===== src/rtl/mem_arbiter.sv =====
`default_nettype none
// ---------------------------------------------------------------------------
// mem_arbiter : two-port (fetch A / data B) arbiter onto one shared memory,
//               B-priority with a starvation limit that forces A ahead.
// Revision    : 1.0
// ---------------------------------------------------------------------------
module mem_arbiter #(
  parameter int STARVE_LIMIT = 4
) (
  input  logic        clk,
  input  logic        reset_n,
  input  logic        read_a,
  input  logic [15:0] address_a,
  output logic        resp_a,
  output logic [15:0] rdata_a,
  input  logic        read_b,
  input  logic        write_b,
  input  logic [15:0] address_b,
  input  logic [15:0] wdata_b,
  input  logic [1:0]  wmask_b,
  output logic        resp_b,
  output logic [15:0] rdata_b,
  output logic        pmem_read,
  output logic        pmem_write,
  output logic [15:0] pmem_address,
  output logic [15:0] pmem_wdata,
  output logic [1:0]  pmem_wmask,
  input  logic        pmem_resp,
  input  logic [15:0] pmem_rdata
);

  localparam int c_CNT_W = (STARVE_LIMIT > 0) ? $clog2(STARVE_LIMIT + 1) : 1;
  localparam logic [c_CNT_W-1:0] c_LIMIT = c_CNT_W'(STARVE_LIMIT);

  typedef enum logic [1:0] {
    IDLE    = 2'd0,
    SERVE_A = 2'd1,
    SERVE_B = 2'd2
  } state_t;

  state_t             r_state;
  state_t             w_state_next;
  logic [c_CNT_W-1:0] r_starve_cnt;
  logic [15:0]        r_addr;
  logic [15:0]        r_wdata;
  logic [1:0]         r_wmask;
  logic               r_write;
  logic               w_req_b;
  logic               w_grant_a;
  logic               w_grant_b;
  logic               w_serving;

  assign w_req_b = read_b | write_b;

  always_comb begin
    w_state_next = r_state;
    w_grant_a    = 1'b0;
    w_grant_b    = 1'b0;
    case (r_state)
      IDLE: begin
        if (read_a && (!w_req_b || (r_starve_cnt == c_LIMIT))) begin
          w_grant_a    = 1'b1;
          w_state_next = SERVE_A;
        end else if (w_req_b) begin
          w_grant_b    = 1'b1;
          w_state_next = SERVE_B;
        end
      end
      SERVE_A, SERVE_B: begin
        if (pmem_resp) w_state_next = IDLE;
      end
      default: w_state_next = IDLE;
    endcase
  end

  always_ff @(posedge clk or negedge reset_n) begin
    if (!reset_n) r_state <= IDLE;
    else          r_state <= w_state_next;
  end

  // Winner's command is captured on the grant edge so requester changes
  // during service cannot disturb the memory bus.
  always_ff @(posedge clk or negedge reset_n) begin
    if (!reset_n) begin
      r_starve_cnt <= '0;
      r_addr       <= '0;
      r_wdata      <= '0;
      r_wmask      <= '0;
      r_write      <= 1'b0;
    end else if (w_grant_a) begin
      r_starve_cnt <= '0;
      r_addr       <= address_a;
      r_wdata      <= '0;
      r_wmask      <= 2'b11;
      r_write      <= 1'b0;
    end else if (w_grant_b) begin
      r_addr  <= address_b;
      r_wdata <= wdata_b;
      r_wmask <= wmask_b;
      r_write <= write_b;
      if (read_a && (r_starve_cnt != c_LIMIT)) r_starve_cnt <= r_starve_cnt + 1'b1;
    end
  end

  assign w_serving    = (r_state == SERVE_A) || (r_state == SERVE_B);
  assign pmem_read    = w_serving & ~r_write;
  assign pmem_write   = w_serving & r_write;
  assign pmem_address = w_serving ? r_addr  : 16'h0000;
  assign pmem_wdata   = w_serving ? r_wdata : 16'h0000;
  assign pmem_wmask   = w_serving ? r_wmask : 2'b00;

  assign resp_a  = (r_state == SERVE_A) & pmem_resp;
  assign rdata_a = (r_state == SERVE_A) ? pmem_rdata : 16'h0000;
  assign resp_b  = (r_state == SERVE_B) & pmem_resp;
  assign rdata_b = (r_state == SERVE_B) ? pmem_rdata : 16'h0000;

endmodule
`default_nettype wire


===== config.mk =====
export PLATFORM = sky130hd
export DESIGN_NAME = mem_arbiter
export DESIGN_NICKNAME = d
export VERILOG_FILES = /design/src/rtl/mem_arbiter.sv
export SDC_FILE = /design/constraint.sdc
export NUM_CORES = 1
export LEC_CHECK = 0
export BUFFER_PORTS_ARGS = -buffer_cell sky130_fd_sc_hd__buf_2
export CELL_PAD_IN_SITES_DETAIL_PLACEMENT = 0
export CELL_PAD_IN_SITES_GLOBAL_PLACEMENT = 1
export CORE_ASPECT_RATIO = 0.8
export CORE_MARGIN = 2
export CORE_UTILIZATION = 28
export CTS_BUF_LIST = sky130_fd_sc_hd__clkbuf_8
export CTS_CLUSTER_DIAMETER = 80
export CTS_CLUSTER_SIZE = 20
export DETAILED_ROUTE_END_ITERATION = 10
export GPL_TIMING_DRIVEN = 0
export PLACE_DENSITY = 0.82
export SYNTH_ARGS = -nofsm -noshare
export SYNTH_HDL_FRONTEND = slang
export SYNTH_SLANG_ARGS = --single-unit

===== constraint.sdc =====
create_clock -name clk -period 1.5 [get_ports clk]
set_input_delay 0.075 -clock clk [delete_from_list [all_inputs] [get_ports clk]]
set_output_delay 0.075 -clock clk [all_outputs]
set_load 0.01 [all_outputs]

==> reports/qor.yml, run 1 <==
nets: 490
hpwl_mm: 5.45
die_x_um: 106
start_util: 0.289
vias_per_cell: 4.74
synthToLayoutAreaGrowth_pct: 70.6
cp_max_fo: 10
io_buffers: 141
status: "complete, but fails checks"
h-tree-depth: 2
timing.fmax_mhz: 649
drt_iter0_drc: 148
drive_gt1_frac: 0.571
synth_top_area_frac: 0.434
rows: 29
netlist_area_um2: 2310
yosysMostFrequentCell: "and2_1"
num-fill-cells: 751
ir_drop_mv: 0.721
stdcell_count: 521
violations: "setup timing"
fin_area_um2: 3940
worstPathRequired_ps: 1420
holdPathStages: 2
synthTopCellsByCount: "70 x and2_1, 40 x dfrtp_1, 17 x a21oi_1, 17 x o21ai_0"
synth.largest_area_cell: "dfrtp_1"
power_density_nw_per_um2: 1990
crit_path_start_kind: "flip-flop"
final-max-slew-violation-count: 0
rsz0062_at_grt: "true"
clk_latency_ps: 290
ys_warn_count: 0
core_um2: 7980
die_area_um2: 8990
finalHoldViolCount: 0
overflow: 0
drc: 0
grt_pass1_vias: 2464
ios: 142
place_ws_ps: -238
fin_ws_ps: -39.7
synth.area.top_cells: "dfrtp_1 43%, and2_1 19%, a22o_1 6.1%"
critPathKind: "reg2out"
syn-num-nets: 319
clk_pin_slew_ps: 80
postPlaceCellArea_um2: 3150
cap_violations: 0
cp-startpoint: "r_state[0]"
hp-class: "in2reg"
min_period_ps: 1540
post_drt_wl_per_cell_um: 15.4
place_inst: 491
numCtsBuffers: 5
slew-limit-headroom: 0.387
synth-main-ff-cell: "dfrtp_1"
tightest_slew_ps: 919
synthDistinctLibCells: 30
r2r_end: "r_state[0]"
die_h_um: 85.2
clk_path_buf_depth: 2
drt.antenna.violating_nets: 0
hold_ws_ps: 1.74
synth-async-reset-ratio: 1.00
finalWirelength_mm: 8.03
grt_max_degree: 41
grt_pass1_wl_mm: 12.1
critPathCapture: "pmem_address[8]"
reg2reg_from: "r_state[0]"
grt.total_usage: 0.166
finalPower_mw: 7.82
synth_edf_count: 0
first_pass_iters: 4
num_vias: 2471
arrival_ps: 1460
ff2ff_setup_slack_ps: 20
synthCells: 242
cts_tree: "yes"
leakage_nw: 1.95
ys_ff_latch: 40
globalplace.congestion: 0.723
cts-root-buf: "clkbuf_8"
setup_violations: 40
antenna_found_initial: 0
antennaDiodeCount: 0
cts_sinks: 40
fin_skew_ps: 12.7
syn_avg_cell_area_um2: 9.54
seq_area_frac_synth: 0.434
crit_path_end_kind: "primary output"
fin_crit_sh: 1.03
rr_worst_depth: 6
kinds of logic (layout without fill, tap and decap cells):
group | after synthesis | in the layout | synth area share
fa+ha+maj | 5 | 5 | 0.0271
simple gates | 95 | 95 | 0.237
compound gates | 80 | 80 | 0.242
buf+inv | 21 | 192 | 0.0553
flops | 40 | 40 | 0.434
mux | 1 | 1 | 0.00434
per-stage QoR:
step                      utilization  setup TNS (ps)
after floorplan                     -               0
after global placement          0.395           -7420
after detailed placement        0.395           -9570
after CTS                       0.445           -1290
after global routing            0.493           -4730
final                           0.493            -884
cell type report:
type / instances / area [µm²] / share of cell area
Sequential cell: 40 / 1000 / 0.254
Inverter: 4 / 15.0 / 0.00381
Timing Repair Buffer: 164 / 1150 / 0.293
Clock inverter: 2 / 12.5 / 0.00318
Multi-Input combinational cell: 181 / 1360 / 0.344
Clock buffer: 5 / 68.8 / 0.0175
Buffer: 17 / 195 / 0.0496
Tap cell: 108 / 135 / 0.0343
flip-flops by register name (all words and copies together) (netlist names):
signal / cells
r_addr: 16
r_starve_cnt: 3
r_state: 2
r_wdata: 16
r_wmask: 2
r_write: 1
report_power, final:
part	internal [mW]	total, mW	switching (mW)
clock	0.315	0.690	0.374
sequential	1.59	1.87	0.273
combinational	2.80	5.27	2.46
total	4.71	7.82	3.11
placed cells by master (no fill, tap or decap), types with 2 or more instances in the layout:
cell type and instances:
buf_2 108, buf_6 40, dfrtp_1 40, and2_4 35, and2_1 35, buf_4 16, a31oi_1 16, a21oi_1 16
a22o_1 16, o21ai_0 15, nor2_1 14, buf_8 8, o21ai_1 5, clkbuf_8 5, dlygate4sd3_1 5, ha_4 4
inv_2 3, buf_12 3, nor2_2 2, o22a_1 2, nand2_1 2, nand3_1 2
timing repair:
action,4_1_cts,5_1_grt
pin swaps,4,3
setup buffers,12,4
hold buffers,4,1
gates resized for setup,33,92
endpoints found under the setup margin,94,98
gates cloned,2,0
hold endpoints to repair,43,1
worst max-delay path: stages, from the launching register on:
cell and delay (ps):
dfrtp_1 370, inv_2 70, ha_4 340, buf_8 140, and2_1 120, buf_2 130
routing by layer:
layer,track usage,vias to the layer above,part of all wire
met2,0.280,73,0.50
met5,0,-,0
met1,0.216,1203,0.44
li1,-,1187,-
met3,0.0407,8,0.051
met4,0.0359,0,0.014
how the worst min path moves through the flow:
stage	start	slack, ps	to
6_report	wmask_b[1]	2	r_wmask[1]
3_3_place_gp	reset_n	260	r_wdata[2]
2_1_floorplan	reset_n	-220	r_addr[0]
3_5_place_dp	reset_n	270	r_wdata[2]
4_1_cts	wmask_b[1]	0.8	r_wmask[1]
5_1_grt	wdata_b[7]	2	r_wdata[7]
Power figures use the tool's default switching activity.
==> inputs of run 2 (changes only) <==
Settings changed: TNS_END_PERCENT set to 50.
==> run 2 against run 1 <==
Compared with the run above:
- the run still ends with setup timing left
- hold slack about the same
- clock skew fell by 1.6 ps
- sequential cell count did not move
- critical path type unchanged
==> reports/qor.yml, run 2 (synthesized netlist as in run 1, its figures left out) <==
status: "complete, but fails checks"
violations: "setup timing"
die_area_um2: 8990  # unchanged
fin_crit_sh: 1.05  # +0.0206
tightest_slew_ps: 942  # +23.0 ps
clk_path_buf_depth: 2  # unchanged
crit_path_end_kind: "primary output"
worstPathCellList: "inv_2, ha_4, clkbuf_16, and2_4, buf_6"
die_x_um: 106  # unchanged
timing.fmax_mhz: 637  # -2.0%
power_density_nw_per_um2: 2100  # +5.6%
drive_gt1_frac: 0.515  # -0.0569
first_pass_iters: 4  # unchanged
num_vias: 2410  # -2.5%
grt.total_usage: 0.165  # -0.000818
final-max-slew-violation-count: 0  # unchanged
slowest_delay_ps: 370  # about the same
drt_iter0_drc: 133  # -10%
overflow: 0  # unchanged
hp-class: "in2reg"
fin_ws_ps: -70.6  # -30.9 ps
start_util: 0.289  # unchanged
fin_skew_ps: 11.1  # -1.63 ps
h-tree-depth: 2  # unchanged
ios: 142  # unchanged
finalSetupTns_ps: -1670  # -782 ps
drt.antenna.violating_nets: 0  # unchanged
io_buffers: 141  # unchanged
layout_commonest_cell: "buf_2"
clk_pin_slew_ps: 80  # about the same
nets: 489  # -0.20%
holdPathStages: 2  # unchanged
hpwl_mm: 5.45  # unchanged
min_period_ps: 1570  # +30.9 ps
grt_pass1_wl_mm: 12.0  # -0.79%
synthToLayoutAreaGrowth_pct: 61.9
slowest_stage: "dfrtp_1"
place_inst: 491  # unchanged
grt_pass1_vias: 2435  # -1.2%
cap_violations: 0  # unchanged
cts_sinks: 40  # unchanged
core_um2: 7980  # unchanged
rr_worst_depth: 6  # unchanged
final_cell_mix: "128 x buf_2, 56 x and2_1, 40 x dfrtp_1"
rsz0062_at_grt: "true"
clk_latency_ps: 290  # about the same
finalWirelength_mm: 7.80  # -2.9%
vias_per_cell: 4.63  # -2.3%
setup_violations: 40  # unchanged
critPathKind: "reg2out"
antenna_found_initial: 0  # unchanged
arrival_ps: 1500  # +40 ps
leakage_nw: 1.90  # -2.7%
stdcell_count: 520  # -0.19%
place_ws_ps: -238  # unchanged
die_h_um: 85.2  # unchanged
hold_ws_ps: 2.15  # +0.413 ps
rows: 29  # unchanged
grt_max_degree: 41  # unchanged
num-fill-cells: 778  # +3.6%
globalplace.congestion: 0.723  # unchanged
worstPathRequired_ps: 1420  # about the same
cp_max_fo: 7  # -3
slew-limit-headroom: 0.372  # -0.0154
cts-root-buf: "clkbuf_8"
drc: 0  # unchanged
finalPower_mw: 7.84  # +0.22%
cts_tree: "yes"
post_drt_wl_per_cell_um: 15.0  # -2.8%
ir_drop_mv: 0.726  # +0.70%
numCtsBuffers: 5  # unchanged
crit_path_start_kind: "flip-flop"
reg.largest.list: "r_addr x16, r_wdata x16, r_starve_cnt x3"
finalHoldViolCount: 0  # unchanged
antennaDiodeCount: 0  # unchanged
==> run 2: changes by cell type in the layout (fill, tap and decap cells not counted), sizes merged <==
cell,before,now
buf,175,173
clkbuf,6,7
==> run 2: final cells by class <==
type	instances	area [µm²]	area share
inverter	4	15.0	0.00402
tap	108	135	0.0362
multi-input combinational	181	1300	0.348
buffer	17	188	0.0502
clock buffer	5	68.8	0.0184
clock inverter	2	12.5	0.00335
sequential	40	1000	0.268
timing repair buffer	163	1020	0.273
==> run 2: per-stage QoR <==
step	util	cell area, µm²
global route	0.468	3740
floorplan	-	2310
finish	0.468	3740
CTS	0.440	3510
global placement	0.395	3150
detailed placement	0.395	3150
==> run 2: report_power, final <==
part	switching (mW)	total, mW	internal, mW
Clock	0.377	0.693	0.315
Sequential	0.274	1.87	1.59
Combinational	2.46	5.28	2.82
Total	3.11	7.84	4.73
==> run 2: per-layer routing <==
metal	track usage	vias up	part of all wire
met3	0.0399	2	0.055
li1	-	1182	-
met5	0	-	0
met2	0.282	68	0.49
met1	0.215	1158	0.45
met4	0.0311	0	0.0029
==> run 2: critical path, delay by kind of cell (launching register included) <==
family | cells | cell delay, ps
DFF | 1 | 370
adders and majority gates | 1 | 370
buffers and inverters | 3 | 340
and+or+nand+nor | 1 | 130
==> run 2: what timing repair did <==
item / CTS / global route
resized for setup: 31 / 52
setup buffers: 10 / 4
hold buffers: 4 / 1
cloned: 2 / 1
pin swaps: 2 / 5
endpoints found under the hold margin: 43 / 1
endpoints found under the setup margin: 94 / 92
==> run 2: final timing paths <==
| path | startpoint | slack (ps) | end |
|---|---|---|---|
| min in group asynchronous | reset_n | 470 | r_wdata[2] |
| max in group asynchronous | reset_n | 440 | r_state[0] |
| min | wmask_b[1] | 2 | r_wmask[1] |
| min reg2reg | r_wdata[1] | 500 | r_wdata[1] |
| max | r_state[1] | -70 | pmem_address[1] |
| max reg2reg | r_state[1] | 20 | r_state[0] |
==> inputs of run 3 (changes only) <==
--- a/config.mk
+++ b/config.mk
@@ -17,2 +17,3 @@
 export DETAILED_ROUTE_END_ITERATION = 10
+export GPL_ROUTABILITY_DRIVEN = 0
 export GPL_TIMING_DRIVEN = 0
==> constraint.sdc (replaced) <==
create_clock -name clk -period 1.5 [get_ports clk]
set_input_delay 0.15 -clock clk [delete_from_list [all_inputs] [get_ports clk]]
set_output_delay 0.15 -clock clk [all_outputs]
set_load 0.01 [all_outputs]
==> run 3 against run 2 <==
Compared with the run above:
- the run still ends with setup timing left
- critical path depth stayed put
- sequential share of layout area fell by 0.072 points
- cell count shrank 1.2%
- critical path type unchanged
- critical endpoint is now pmem_address[15]
==> reports/qor.yml, run 3 (synthesized netlist as in run 1, its figures left out) <==
grt_pass1_wl_mm: 12.0  # about the same
postPlaceCellArea_um2: 3150  # unchanged
leakage_nw: 1.89  # -0.13%
drt_iter0_drc: 184  # +38%
clk_path_buf_depth: 2  # unchanged
ios: 142  # unchanged
fin_area_um2: 3750  # +0.27%
fin_ws_ps: -153  # -82.7 ps
antenna_found_initial: 0  # unchanged
cap_violations: 0  # unchanged
nets: 483  # -1.2%
core_um2: 7980  # unchanged
layout_commonest_cell: "buf_2"
arrival_ps: 1500  # about the same
setup_violations: 70  # +75%
cp-startpoint: "r_state[1]"
final-max-slew-violation-count: 0  # unchanged
start_util: 0.289  # unchanged
num_vias: 2421  # +0.46%
fin_crit_sh: 1.10  # +0.0551
tightest_slew_ps: 944  # +2.22 ps
rows: 29  # unchanged
clk_pin_slew_ps: 80  # about the same
power_density_nw_per_um2: 2130  # +1.7%
cts_sinks: 40  # unchanged
crit_path_start_kind: "flip-flop"
grt.total_usage: 0.165  # about the same
status: "complete, but fails checks"
numCtsBuffers: 5  # unchanged
hp-class: "in2async"
ir_drop_mv: 0.690  # -5.0%
die_x_um: 106  # unchanged
critPathKind: "reg2out"
reg2reg_from: "r_state[1]"
finalWirelength_mm: 7.91  # +1.4%
final_cell_mix: "123 x buf_2, 49 x and2_1, 40 x dfrtp_1"
die_h_um: 85.2  # unchanged
rsz0062_at_grt: "true"
drc: 0  # unchanged
h-tree-depth: 2  # unchanged
finalSetupTns_ps: -6800  # -5140 ps
grt_pass1_vias: 2419  # -0.66%
finalHoldViolCount: 0  # unchanged
vias_per_cell: 4.71  # +1.6%
clk_latency_ps: 290  # about the same
cts-root-buf: "clkbuf_8"
first_pass_iters: 4  # unchanged
num-fill-cells: 770  # -1.0%
hpwl_mm: 5.45  # unchanged
synthToLayoutAreaGrowth_pct: 62.3
drt.antenna.violating_nets: 0  # unchanged
grt_max_degree: 41  # unchanged
min_period_ps: 1650  # +82.7 ps
io_buffers: 141  # unchanged
place_inst: 491  # unchanged
timing.fmax_mhz: 605  # -5.0%
antennaDiodeCount: 0  # unchanged
violations: "setup timing"
cts_hold_buf: 0  # -4
crit_path_end_kind: "primary output"
die_area_um2: 8990  # unchanged
slew-limit-headroom: 0.371  # -0.00148
final_util: 0.469  # +0.00125
post_drt_wl_per_cell_um: 15.4  # +2.6%
fin_skew_ps: 11.1  # +0.0292 ps
drive_gt1_frac: 0.534  # +0.0199
cts_tree: "yes"
stdcell_count: 514  # -1.2%
reg.largest.list: "r_addr x16, r_wdata x16, r_starve_cnt x3"
worstPathRequired_ps: 1350  # -70 ps
cp_max_fo: 7  # unchanged
overflow: 0  # unchanged
==> run 3: cell count changes in the layout (fill, tap and decap cells not counted), moves of 3 or more <==
| cell | delta |
|---|---|
| and2_1 | -7 |
| and2_4 | +7 |
| buf_2 | -5 |
| buf_4 | -3 |
| buf_6 | +5 |
| dlygate4sd3_1 | -5 |
==> run 3: worst paths after layout <==
check | to | cells past startpoint | slack (ps)
worst max-delay path | pmem_address[15] | 5 | -150
worst min-delay path | r_wdata[2] | 1 | 1
worst max register to register | r_state[0] | 6 | 20
worst min register to register | r_wdata[2] | 1 | 510
max in group asynchronous | r_addr[1] | 1 | 900
min in group clk | r_wmask[1] | 2 | 80
==> run 3: worst max-delay path, stage by stage (launching register included) <==
cell	delay, ps
dfrtp_1	370
inv_2	70
ha_4	370
buf_4	150
and2_1	130
buf_2	130
==> run 3: layer usage <==
layer  vias up  GRT usage  part of all wire
li1       1171          -                 -
met1      1161      0.214              0.44
met2        83      0.281              0.49
met3         6     0.0399             0.057
met4         0     0.0359             0.011
met5         -          0                 0
==> run 3: cell type report <==
type	instances	area [µm²]	area share
inverter	4	15.0	0.00401
timing repair buffer	157	1020	0.272
buffer	17	189	0.0504
clock buffer	5	68.8	0.0184
clock inverter	2	12.5	0.00334
tap	108	135	0.0361
sequential	40	1000	0.267
multi-input combinational	181	1310	0.349
==> run 3: metrics by stage <==
step	setup WS (ps)	hold WS, ps	total power [mW]
after floorplan	55.9	-146	4.30
after global placement	-291	333	5.65
after detailed placement	-276	343	5.74
after CTS	-148	25.1	7.07
after global routing	-215	65.6	8.56
final	-153	1.36	8.00
==> run 3: where the power goes <==
part	internal [mW]	leakage [nW]	switching [mW]	total (mW)
Sequential	1.59	0.476	0.273	1.87
Clock	0.315	0.0400	0.378	0.693
Combinational	2.94	1.38	2.50	5.44
Total	4.85	1.89	3.15	8.00
==> run 3: timing repair <==
| item | 4_1_cts | 5_1_grt |
|---|---|---|
| pin swaps | 1 | 4 |
| setup buffers | 8 | 5 |
| gates resized for setup | 34 | 59 |
| setup endpoints to repair | 101 | 100 |
| gates cloned | 2 | 1 |
